### src/rtl/sort_register.sv
// One cell of a linear systolic insertion sorter holding a descending list.
// Define SORT_REG_SIGNED_EN for a two's-complement compare (default: unsigned).
module sort_register #(
  parameter int WIDTH = 8
) (
  input  logic             clk,
  input  logic             rst,
  input  logic             GT_in,
  input  logic [WIDTH-1:0] data_in,
  input  logic [WIDTH-1:0] prev_data,
  output logic [WIDTH-1:0] data_out,
  output logic             GT
);

  // Smallest representable value, so an empty cell accepts any insertion.
  function automatic logic [WIDTH-1:0] min_value();
    logic [WIDTH-1:0] v;
    v = '0;
`ifdef SORT_REG_SIGNED_EN
    v[WIDTH-1] = 1'b1;
`endif
    return v;
  endfunction

  localparam logic [WIDTH-1:0] RESET_VAL = min_value();

  logic [WIDTH-1:0] stored_r;
  logic             gt_s;

  // Strict greater-than of the broadcast value against the stored value.
  always_comb begin
    gt_s = 1'b0;
`ifdef SORT_REG_SIGNED_EN
    if ($signed(data_in) > $signed(stored_r)) begin
      gt_s = 1'b1;
    end else begin
      gt_s = 1'b0;
    end
`else
    if (data_in > stored_r) begin
      gt_s = 1'b1;
    end else begin
      gt_s = 1'b0;
    end
`endif
  end

  // Hold, shift down from upstream, or capture the new value at the insertion point.
  always_ff @(posedge clk) begin
    if (rst) begin
      stored_r <= RESET_VAL;
    end else if (gt_s && GT_in) begin
      stored_r <= prev_data;
    end else if (gt_s) begin
      stored_r <= data_in;
    end else begin
      stored_r <= stored_r;
    end
  end

  assign data_out = stored_r;
  assign GT       = gt_s;

endmodule

### config.mk
export PLATFORM = sky130hd
export DESIGN_NAME = sort_register
export DESIGN_NICKNAME = d
export VERILOG_FILES = /design/src/rtl/sort_register.sv
export SDC_FILE = /design/constraint.sdc
export NUM_CORES = 1
export LEC_CHECK = 0
export ABC_CLOCK_PERIOD_IN_PS = 2200
export CORE_MARGIN = 5
export CORE_UTILIZATION = 43
export CTS_BUF_LIST = sky130_fd_sc_hd__clkbuf_8
export CTS_CLUSTER_SIZE = 16
export DETAILED_ROUTE_END_ITERATION = 16
export PLACE_DENSITY = 0.91
export SLEW_MARGIN = 25
export SYNTH_ARGS = -nofsm -noshare
export SYNTH_HDL_FRONTEND = slang
export SYNTH_SLANG_ARGS = --single-unit
### constraint.sdc
create_clock -name clk -period 2.2 [get_ports clk]
set_clock_uncertainty 0.2 [all_clocks]
set_input_delay 0.22 -clock clk [delete_from_list [all_inputs] [get_ports clk]]
set_output_delay 0.22 -clock clk [all_outputs]
set_load 0.01 [all_outputs]
==> tab_implementation.tex, run 1 <==
\begin{tabular}{lr}
\hline
Metric & Value \\
\hline
\multicolumn{2}{l}{\textbf{Clocking}} \\
\quad Level count of the clock H-tree & 1 \\
\quad Number of buffers inserted by hold repair at cts & 0 \\
\quad TritonCTS sink count & 8 \\
\quad Number of buffers added for setup after CTS & 0 \\
\quad Post-CTS clock slew at the launch and capture registers of the worst setup and hold paths & 0.04 ns \\
\quad Skew-Pair Late Insertion Delay & 0.23 ns \\
\quad Inserted Clock Buffers & 3 \\
\quad CTS Root Cell & sky130\_fd\_sc\_hd\_\_clkbuf\_8 \\
\quad Maximum root-to-sink buffer count & 2 \\
\quad Clock tree from TritonCTS & yes \\
\multicolumn{2}{l}{\textbf{Yosys}} \\
\quad Count of distinct cell types in the synthesized netlist & 19 \\
\quad Commonest cells post-synth & 11 x sky130\_fd\_sc\_hd\_\_a21oi\_1, 10 x sky130\_fd\_sc\_hd\_\_inv\_1, 8 x sky130\_fd\_sc\_hd\_\_a211oi\_2, 8 x sky130\_fd\_sc\_hd\_\_dfxtp\_1, 8 x sky130\_fd\_sc\_hd\_\_ha\_1 \\
\quad Flip-flop and latch count after synthesis & 8 \\
\quad Post-synthesis cell type with the largest combined area & sky130\_fd\_sc\_hd\_\_dfxtp\_1 \\
\quad Post-synth top area share & 0.250 \\
\quad Synth Cell Area & 642 um\^{}2 \\
\quad Sequential cell area fraction in the yosys report & 0.250 \\
\quad Cell count after synthesis & 68 \\
\quad Area contributors post-synth & sky130\_fd\_sc\_hd\_\_dfxtp\_1 25\%, sky130\_fd\_sc\_hd\_\_a211oi\_2 16\%, sky130\_fd\_sc\_hd\_\_ha\_1 16\%, sky130\_fd\_sc\_hd\_\_mux2\_2 12\%, sky130\_fd\_sc\_hd\_\_a21oi\_1 8.6\% \\
\quad Share of async-settable or async-resettable flops after synthesis & 0 \\
\quad Number of synthesized flops with an enable pin & 0 \\
\quad Syn Nets & 95 \\
\quad Post-Synthesis Mean Instance Area & 9.44 um\^{}2 \\
\quad Most frequent cell after synthesis & sky130\_fd\_sc\_hd\_\_a21oi\_1 \\
\quad Main flop type after synthesis & sky130\_fd\_sc\_hd\_\_dfxtp\_1 \\
\quad Count of yosys warnings during synthesis & 0 \\
\multicolumn{2}{l}{\textbf{Pwr}} \\
\quad Leakage Power & 0.460 nW \\
\quad Cell Pwr Density & 791 mW/mm\^{}2 \\
\quad Highest ir drop seen on vdd & 0.430 mV \\
\multicolumn{2}{l}{\textbf{Final layout}} \\
\quad Number of antenna diodes & 0 \\
\quad Layout Area Growth over Synthesis & 72.3\% \\
\quad Area of all placed cells without fillers & 0.00111 mm\^{}2 \\
\quad Final net count & 138 \\
\quad Fraction of layout instances using a drive strength above 1 & 0.385 \\
\quad Max reg flops & 8 \\
\multicolumn{2}{l}{\textbf{Placed design}} \\
\quad HPWL after detailed placement & 1400 um \\
\quad Final weighted congestion in routability-driven placement & 0.818 \\
\quad Standard cell area after detailed placement & 0.00101 mm\^{}2 \\
\quad Port buffer count & 27 \\
\multicolumn{2}{l}{\textbf{Worst setup path}} \\
\quad Critical R2R Capture & data\_out[3]\$\_SDFFE\_PP0P\_ \\
\quad Largest fanout on the critical path & 3 \\
\quad Worst R2R Start & data\_out[3]\$\_SDFFE\_PP0P\_ \\
\quad Worst reg-to-reg path cell count & 8 \\
\quad Critical Path End Type & primary output \\
\quad Worst R2R Setup Slack & 0.16 ns \\
\quad Startpoint Class & flop \\
\quad Worst EP arrival & 1.72 ns \\
\quad Crit path kind & flop to primary output \\
\quad Required time of the critical path & 1.78 ns \\
\multicolumn{2}{l}{\textbf{STA}} \\
\quad Slew at the pin closest to its max-slew limit & 0.499 ns \\
\quad Worst relative slew slack & 0.666 \\
\quad Setup TNS after final layout & 0 ns \\
\quad Count of final setup violators & 0 \\
\quad Final hold viol count & 0 \\
\quad Peak clock frequency supported by timing & 0.467 GHz \\
\quad Final period util & 0.973 \\
\quad Min Tclk post-route & 2.14 ns \\
\quad Post-route worst hold slack & 0.292 ns \\
\quad Count of final max-slew check failures & 0 \\
\multicolumn{2}{l}{\textbf{Route}} \\
\quad Number of nets with antenna violations after detailed routing & 0 \\
\quad Via/cell ratio & 5.38 \\
\quad Overall via count from detail\_route & 672 \\
\quad Initial DRC count & 7 \\
\quad DRC errors left & 0 \\
\quad Wire length reported by the detailed router & 1940 um \\
\quad Average routed wire per standard cell & 15.6 um \\
\quad Iteration count of the initial detailed-routing pass & 4 \\
\multicolumn{2}{l}{\textbf{Global route}} \\
\quad Overflow after GRT & 0 \\
\quad Vias in the first global route & 691 \\
\quad Pin count of the biggest net entering global routing & 10 \\
\quad Initial antenna violation count & 0 \\
\quad Wire length of the first global-routing pass & 3080 um \\
\quad Aggregate global-route resource usage & 0.164 \\
\multicolumn{2}{l}{\textbf{Floorplanning}} \\
\quad Die boundary width & 48.6 um \\
\quad Row count & 14 \\
\quad Top-level port count & 28 \\
\quad Floorplan core area & 0.00145 mm\^{}2 \\
\quad Initial core utilization & 0.441 \\
\quad Height of the die & 48.6 um \\
\quad Full die area & 0.00237 mm\^{}2 \\
\multicolumn{2}{l}{\textbf{Status}} \\
\quad Status & complete, no violations \\
\multicolumn{2}{l}{\textbf{Min path}} \\
\quad Hold Startpoint & data\_out[0]\$\_SDFFE\_PP0P\_ \\
\quad WHS Path Cells & 2 \\
\quad Path class of the lowest-slack min-delay path & flop to flop \\
\quad Hold Path End & data\_out[0]\$\_SDFFE\_PP0P\_ \\
\multicolumn{2}{l}{\textbf{Job}} \\
\quad Reported max-cap violation count & 0 \\
\hline
\end{tabular}
==> what timing repair did <==
item / CTS / global route
setup endpoints to repair: 1 / 1
pin swaps: 4 / 4
gates cloned: 0 / 0
endpoints found under the hold margin: 0 / 0
gates resized for setup: 8 / 5
==> cell usage in the layout (no fill, tap or decap), types with 2 or more instances in the layout <==
cell type | netlist | layout
sky130_fd_sc_hd__clkdlybuf4s50_1 | 0 | 22
sky130_fd_sc_hd__buf_4 | 0 | 15
sky130_fd_sc_hd__a21oi_1 | 11 | 11
sky130_fd_sc_hd__inv_1 | 10 | 10
sky130_fd_sc_hd__a211oi_2 | 8 | 8
sky130_fd_sc_hd__dfxtp_1 | 8 | 8
sky130_fd_sc_hd__mux2_2 | 7 | 7
sky130_fd_sc_hd__ha_4 | 0 | 4
sky130_fd_sc_hd__ha_1 | 8 | 3
sky130_fd_sc_hd__clkbuf_8 | 0 | 3
sky130_fd_sc_hd__nand2_1 | 2 | 2
sky130_fd_sc_hd__o21ai_0 | 2 | 2
sky130_fd_sc_hd__dlygate4sd2_1 | 0 | 2
sky130_fd_sc_hd__dlymetal6s2s_1 | 0 | 2
==> report_power, final <==
part	switching (mW)	leakage [nW]	internal [mW]
Clock	0.0601	0.0216	0.119
Combinational	0.220	0.372	0.277
Sequential	0.0183	0.0666	0.180
==> routing by layer <==
metal / routed length (um) / up-vias / global-route usage
met5: 0 / - / 0
met2: 1030 / 23 / 0.291
li1: - / 328 / -
met1: 758 / 317 / 0.169
met4: 31 / 0 / 0.0673
met3: 120 / 4 / 0.0644
==> worst max-delay path by stage <==
stage / from / to / slack [ns]
5_1_grt: data_out[3]$_SDFFE_PP0P_ / GT / -0.04
6_report: data_out[3]$_SDFFE_PP0P_ / GT / 0.06
2_1_floorplan: data_out[1]$_SDFFE_PP0P_ / GT / 0.12
3_3_place_gp: data_in[1] / GT / -0.38
3_5_place_dp: data_in[7] / GT / -0.41
4_1_cts: data_out[1]$_SDFFE_PP0P_ / GT / 0.02
==> kinds of logic (layout without fill, tap and decap cells) <==
| logic type | Yosys count | after routing | synth area share |
|---|---|---|---|
| adders and majority gates | 8 | 8 | 0.156 |
| DFF | 8 | 8 | 0.250 |
| AOI/OAI and AO/OA | 24 | 24 | 0.296 |
| buffers and inverters | 14 | 55 | 0.105 |
| and+or+nand+nor | 7 | 7 | 0.0702 |
| muxes | 7 | 7 | 0.123 |
==> critical path, cell delays in order, from the launching register on <==
cell and delay (ns):
sky130_fd_sc_hd__dfxtp_1 0.34, sky130_fd_sc_hd__inv_1 0.07, sky130_fd_sc_hd__ha_1 0.33, sky130_fd_sc_hd__nand4_1 0.14, sky130_fd_sc_hd__nor2_1 0.05, sky130_fd_sc_hd__a211o_1 0.24
sky130_fd_sc_hd__and2_4 0.16, sky130_fd_sc_hd__inv_1 0.04, sky130_fd_sc_hd__buf_2 0.12
==> area by class of cell <==
cell class                 instances  area (um^2)
clock buffer                       3         41.3
fill                              95          348
tap                               16         20.0
inverter                          10         37.5
timing repair buffer              42          380
sequential                         8          160
multi-input combinational         46          467
==> per-stage QoR <==
step / power [mW] / std cells / util / worst slack (ns)
2_1_floorplan: 0.442 / 68 / - / 0.117
3_3_place_gp: 0.654 / 122 / 0.698 / -0.375
3_5_place_dp: 0.669 / 122 / 0.698 / -0.414
4_1_cts: 0.862 / 125 / 0.738 / 0.0168
5_1_grt: 0.931 / 125 / 0.761 / -0.0356
6_report: 0.875 / 125 / 0.761 / 0.0601
Note: power is estimated with default switching activity, not from simulation.
==> inputs of run 2 (changes only) <==
--- a/config.mk
+++ b/config.mk
@@ -7,12 +7,12 @@
 export LEC_CHECK = 0
 export ABC_CLOCK_PERIOD_IN_PS = 2200
 export CORE_MARGIN = 5
-export CORE_UTILIZATION = 43
+export CORE_UTILIZATION = 40
 export CTS_BUF_LIST = sky130_fd_sc_hd__clkbuf_8
 export CTS_CLUSTER_SIZE = 16
 export DETAILED_ROUTE_END_ITERATION = 16
-export PLACE_DENSITY = 0.91
-export SLEW_MARGIN = 25
+export PLACE_DENSITY = 0.86
+export SLEW_MARGIN = 20
 export SYNTH_ARGS = -nofsm -noshare
 export SYNTH_HDL_FRONTEND = slang
 export SYNTH_SLANG_ARGS = --single-unit
==> constraint.sdc (replaced) <==
create_clock -name clk -period 2.2 [get_ports clk]
set_clock_uncertainty 0.2 [all_clocks]
set_input_delay 0.22 -clock clk [delete_from_list [all_inputs] [get_ports clk]]
set_output_delay 0.22 -clock clk [all_outputs]
set_load 0.05 [all_outputs]
==> tab_implementation.tex, run 2 (same netlist as run 1, synthesis figures left out) <==
\begin{tabular}{lr}
\hline
Metric & Value \\
\hline
\multicolumn{2}{l}{\textbf{Floorplanning}} \\
\quad Height of the die & 50.1 um (was 48.6 um) \\
\quad Row count & 14 (unchanged) \\
\quad Full die area & 0.00251 mm\^{}2 (was 0.00237 mm\^{}2) \\
\quad Initial core utilization & 0.426 (was 0.441) \\
\quad Floorplan core area & 0.00151 mm\^{}2 (was 0.00145 mm\^{}2) \\
\quad Die boundary width & 50.1 um (was 48.6 um) \\
\quad Top-level port count & 28 (unchanged) \\
\multicolumn{2}{l}{\textbf{Clocking}} \\
\quad Skew-Pair Late Insertion Delay & 0.24 ns (was 0.23 ns) \\
\quad CTS Root Cell & sky130\_fd\_sc\_hd\_\_clkbuf\_8 (unchanged) \\
\quad Clock tree from TritonCTS & yes (unchanged) \\
\quad Inserted Clock Buffers & 3 (unchanged) \\
\quad Level count of the clock H-tree & 1 (unchanged) \\
\quad Post-CTS clock slew at the launch and capture registers of the worst setup and hold paths & 0.05 ns (was 0.04 ns) \\
\quad TritonCTS sink count & 8 (unchanged) \\
\quad Maximum root-to-sink buffer count & 2 (unchanged) \\
\multicolumn{2}{l}{\textbf{Placed design}} \\
\quad Dpl cells & 111 (was 122) \\
\quad Standard cell area after detailed placement & 0.00101 mm\^{}2 (about the same) \\
\quad Final weighted congestion in routability-driven placement & 0.744 (was 0.818) \\
\quad Port buffer count & 27 (unchanged) \\
\quad HPWL after detailed placement & 1400 um (about the same) \\
\multicolumn{2}{l}{\textbf{Status}} \\
\quad Status & complete, no violations (unchanged) \\
\multicolumn{2}{l}{\textbf{Min path}} \\
\quad Path class of the lowest-slack min-delay path & flop to flop (unchanged) \\
\multicolumn{2}{l}{\textbf{Final layout}} \\
\quad Number of antenna diodes & 0 (unchanged) \\
\quad Commonest cells after routing, fill and taps aside & 19 x sky130\_fd\_sc\_hd\_\_clkdlybuf4s50\_1, 11 x sky130\_fd\_sc\_hd\_\_a21oi\_1, 8 x sky130\_fd\_sc\_hd\_\_a211oi\_2 (was 22 x sky130\_fd\_sc\_hd\_\_clkdlybuf4s50\_1, 15 x sky130\_fd\_sc\_hd\_\_buf\_4, 11 x sky130\_fd\_sc\_hd\_\_a21oi\_1) \\
\quad Area of all placed cells without fillers & 0.00117 mm\^{}2 (was 0.00111 mm\^{}2) \\
\quad Max reg flops & 8 (unchanged) \\
\quad Layout Area Growth over Synthesis & 81.9\% (was 72.3\%) \\
\quad Final Instance Count excl. Fillers & 116 (was 125) \\
\quad Final net count & 128 (was 138) \\
\quad Number of fillers in the final layout & 100 (was 95) \\
\quad Fraction of layout instances using a drive strength above 1 & 0.470 (was 0.385) \\
\quad Most common cell after layout, fill and taps aside & sky130\_fd\_sc\_hd\_\_clkdlybuf4s50\_1 (unchanged) \\
\multicolumn{2}{l}{\textbf{Route}} \\
\quad Wire length reported by the detailed router & 1970 um (was 1940 um) \\
\quad Iteration count of the initial detailed-routing pass & 3 (was 4) \\
\quad Average routed wire per standard cell & 17.0 um (was 15.6 um) \\
\quad Overall via count from detail\_route & 620 (was 672) \\
\quad Via/cell ratio & 5.34 (was 5.38) \\
\quad Number of nets with antenna violations after detailed routing & 0 (unchanged) \\
\quad DRC errors left & 0 (unchanged) \\
\quad Initial DRC count & 9 (was 7) \\
\multicolumn{2}{l}{\textbf{Worst setup path}} \\
\quad CP Cell Sequence & inv\_4, ha\_4, nor2b\_4, o211ai\_1, a211o\_1, and2\_4, clkinvlp\_4, buf\_12 (was inv\_1, ha\_1, nand4\_1, nor2\_1, a211o\_1, and2\_4, inv\_1, buf\_2) \\
\quad Largest fanout on the critical path & 2 (was 3) \\
\quad Critical Path End Type & primary output (unchanged) \\
\quad Worst EP arrival & 1.77 ns (was 1.72 ns) \\
\quad Cell with the largest stage delay on the worst path & sky130\_fd\_sc\_hd\_\_dfxtp\_4 (was sky130\_fd\_sc\_hd\_\_dfxtp\_1) \\
\quad Crit path kind & flop to primary output (unchanged) \\
\quad Required time of the critical path & 1.78 ns (about the same) \\
\quad Family of cells with the greatest summed delay on the critical path & compound AO/OA/AOI/OAI gates (was simple AND/OR/NAND/NOR gates) \\
\quad Startpoint Class & flop (unchanged) \\
\quad CP max stage delay & 0.35 ns (was 0.34 ns) \\
\quad Crit path buf inv count & 3 (unchanged) \\
\multicolumn{2}{l}{\textbf{STA}} \\
\quad Final period util & 0.993 (was 0.973) \\
\quad Worst relative slew slack & 0.665 (was 0.666) \\
\quad Count of final setup violators & 0 (unchanged) \\
\quad Post-route worst hold slack & 0.290 ns (was 0.292 ns) \\
\quad Count of final max-slew check failures & 0 (unchanged) \\
\quad Slew at the pin closest to its max-slew limit & 0.501 ns (was 0.499 ns) \\
\quad RSZ-0062 raised after global routing & true \\
\quad Final hold viol count & 0 (unchanged) \\
\quad Min Tclk post-route & 2.19 ns (was 2.14 ns) \\
\quad Peak clock frequency supported by timing & 0.458 GHz (was 0.467 GHz) \\
\multicolumn{2}{l}{\textbf{Global route}} \\
\quad Pin count of the biggest net entering global routing & 10 (unchanged) \\
\quad Initial antenna violation count & 0 (unchanged) \\
\quad Vias in the first global route & 636 (was 691) \\
\quad Overflow after GRT & 0 (unchanged) \\
\quad Aggregate global-route resource usage & 0.154 (was 0.164) \\
\quad Wire length of the first global-routing pass & 2920 um (was 3080 um) \\
\multicolumn{2}{l}{\textbf{Pwr}} \\
\quad Highest ir drop seen on vdd & 0.629 mV (was 0.430 mV) \\
\quad Cell Pwr Density & 935 mW/mm\^{}2 (was 791 mW/mm\^{}2) \\
\quad Leakage Power & 0.467 nW (was 0.460 nW) \\
\quad Total power draw & 1.09 mW (was 0.875 mW) \\
\multicolumn{2}{l}{\textbf{Job}} \\
\quad Reported max-cap violation count & 0 (unchanged) \\
\hline
\end{tabular}
run 2: timing repair:
| action | 4_1_cts | 5_1_grt |
|---|---|---|
| buffers inserted | 1 | 0 |
| endpoints found under the hold margin | 0 | 0 |
| hold buffers | 0 | 0 |
| setup endpoints to repair | 1 | 6 |
| resized for setup | 3 | 15 |
| pin swaps | 3 | 7 |
run 2: per-stage QoR:
step | worst slack [ns] | setup TNS, ns | util
6_report | 0.0145 | 0 | 0.775
5_1_grt | -0.0464 | -0.0464 | 0.775
4_1_cts | 0.000842 | 0 | 0.713
3_5_place_dp | -0.0891 | -0.713 | 0.671
3_3_place_gp | -0.0550 | -0.270 | 0.671
2_1_floorplan | -0.0356 | -0.0356 | -
run 2: where the power goes:
group | switching (mW) | leakage (nW) | total [mW] | internal (mW)
logic | 0.367 | 0.369 | 0.683 | 0.316
clock network | 0.0722 | 0.0269 | 0.194 | 0.122
registers | 0.0213 | 0.0710 | 0.215 | 0.194
total | 0.460 | 0.467 | 1.09 | 0.632
run 2: area by class of cell:
type | instances | area, um^2 | area share
inverter | 10 | 43.8 | 0.0375
multi-input combinational | 46 | 518 | 0.444
tap | 16 | 20.0 | 0.0171
sequential | 8 | 188 | 0.161
timing repair buffer | 32 | 353 | 0.302
clock buffer | 3 | 41.3 | 0.0354
clock inverter | 1 | 3.75 | 0.00322
run 2: worst reg2reg max path: stages (launching register included):
cell and delay (ns):
sky130_fd_sc_hd__dfxtp_4 0.35, sky130_fd_sc_hd__inv_4 0.04, sky130_fd_sc_hd__ha_4 0.25, sky130_fd_sc_hd__nor2b_4 0.12, sky130_fd_sc_hd__o211ai_1 0.08, sky130_fd_sc_hd__a211o_1 0.32, sky130_fd_sc_hd__and2_4 0.16, sky130_fd_sc_hd__buf_4 0.15
sky130_fd_sc_hd__buf_12 0.13, sky130_fd_sc_hd__a211oi_2 0.20
run 2: path summary, 6_finish.rpt:
path / to / startpoint / depth (start not counted) / slack [ns]
worst min-delay path: data_out[0]$_SDFFE_PP0P_ / data_out[0]$_SDFFE_PP0P_ / 2 / 0.29
worst max register to register: data_out[5]$_SDFFE_PP0P_ / data_out[1]$_SDFFE_PP0P_ / 9 / 0.09
worst max-delay path: GT / data_out[1]$_SDFFE_PP0P_ / 8 / 0.01
worst min register to register: data_out[0]$_SDFFE_PP0P_ / data_out[0]$_SDFFE_PP0P_ / 2 / 0.29
run 2: per-layer routing:
metal / part of all wire / GRT usage
met5: 0 / 0
met4: 0.031 / 0.105
met3: 0.073 / 0.0361
met2: 0.50 / 0.272
met1: 0.40 / 0.155
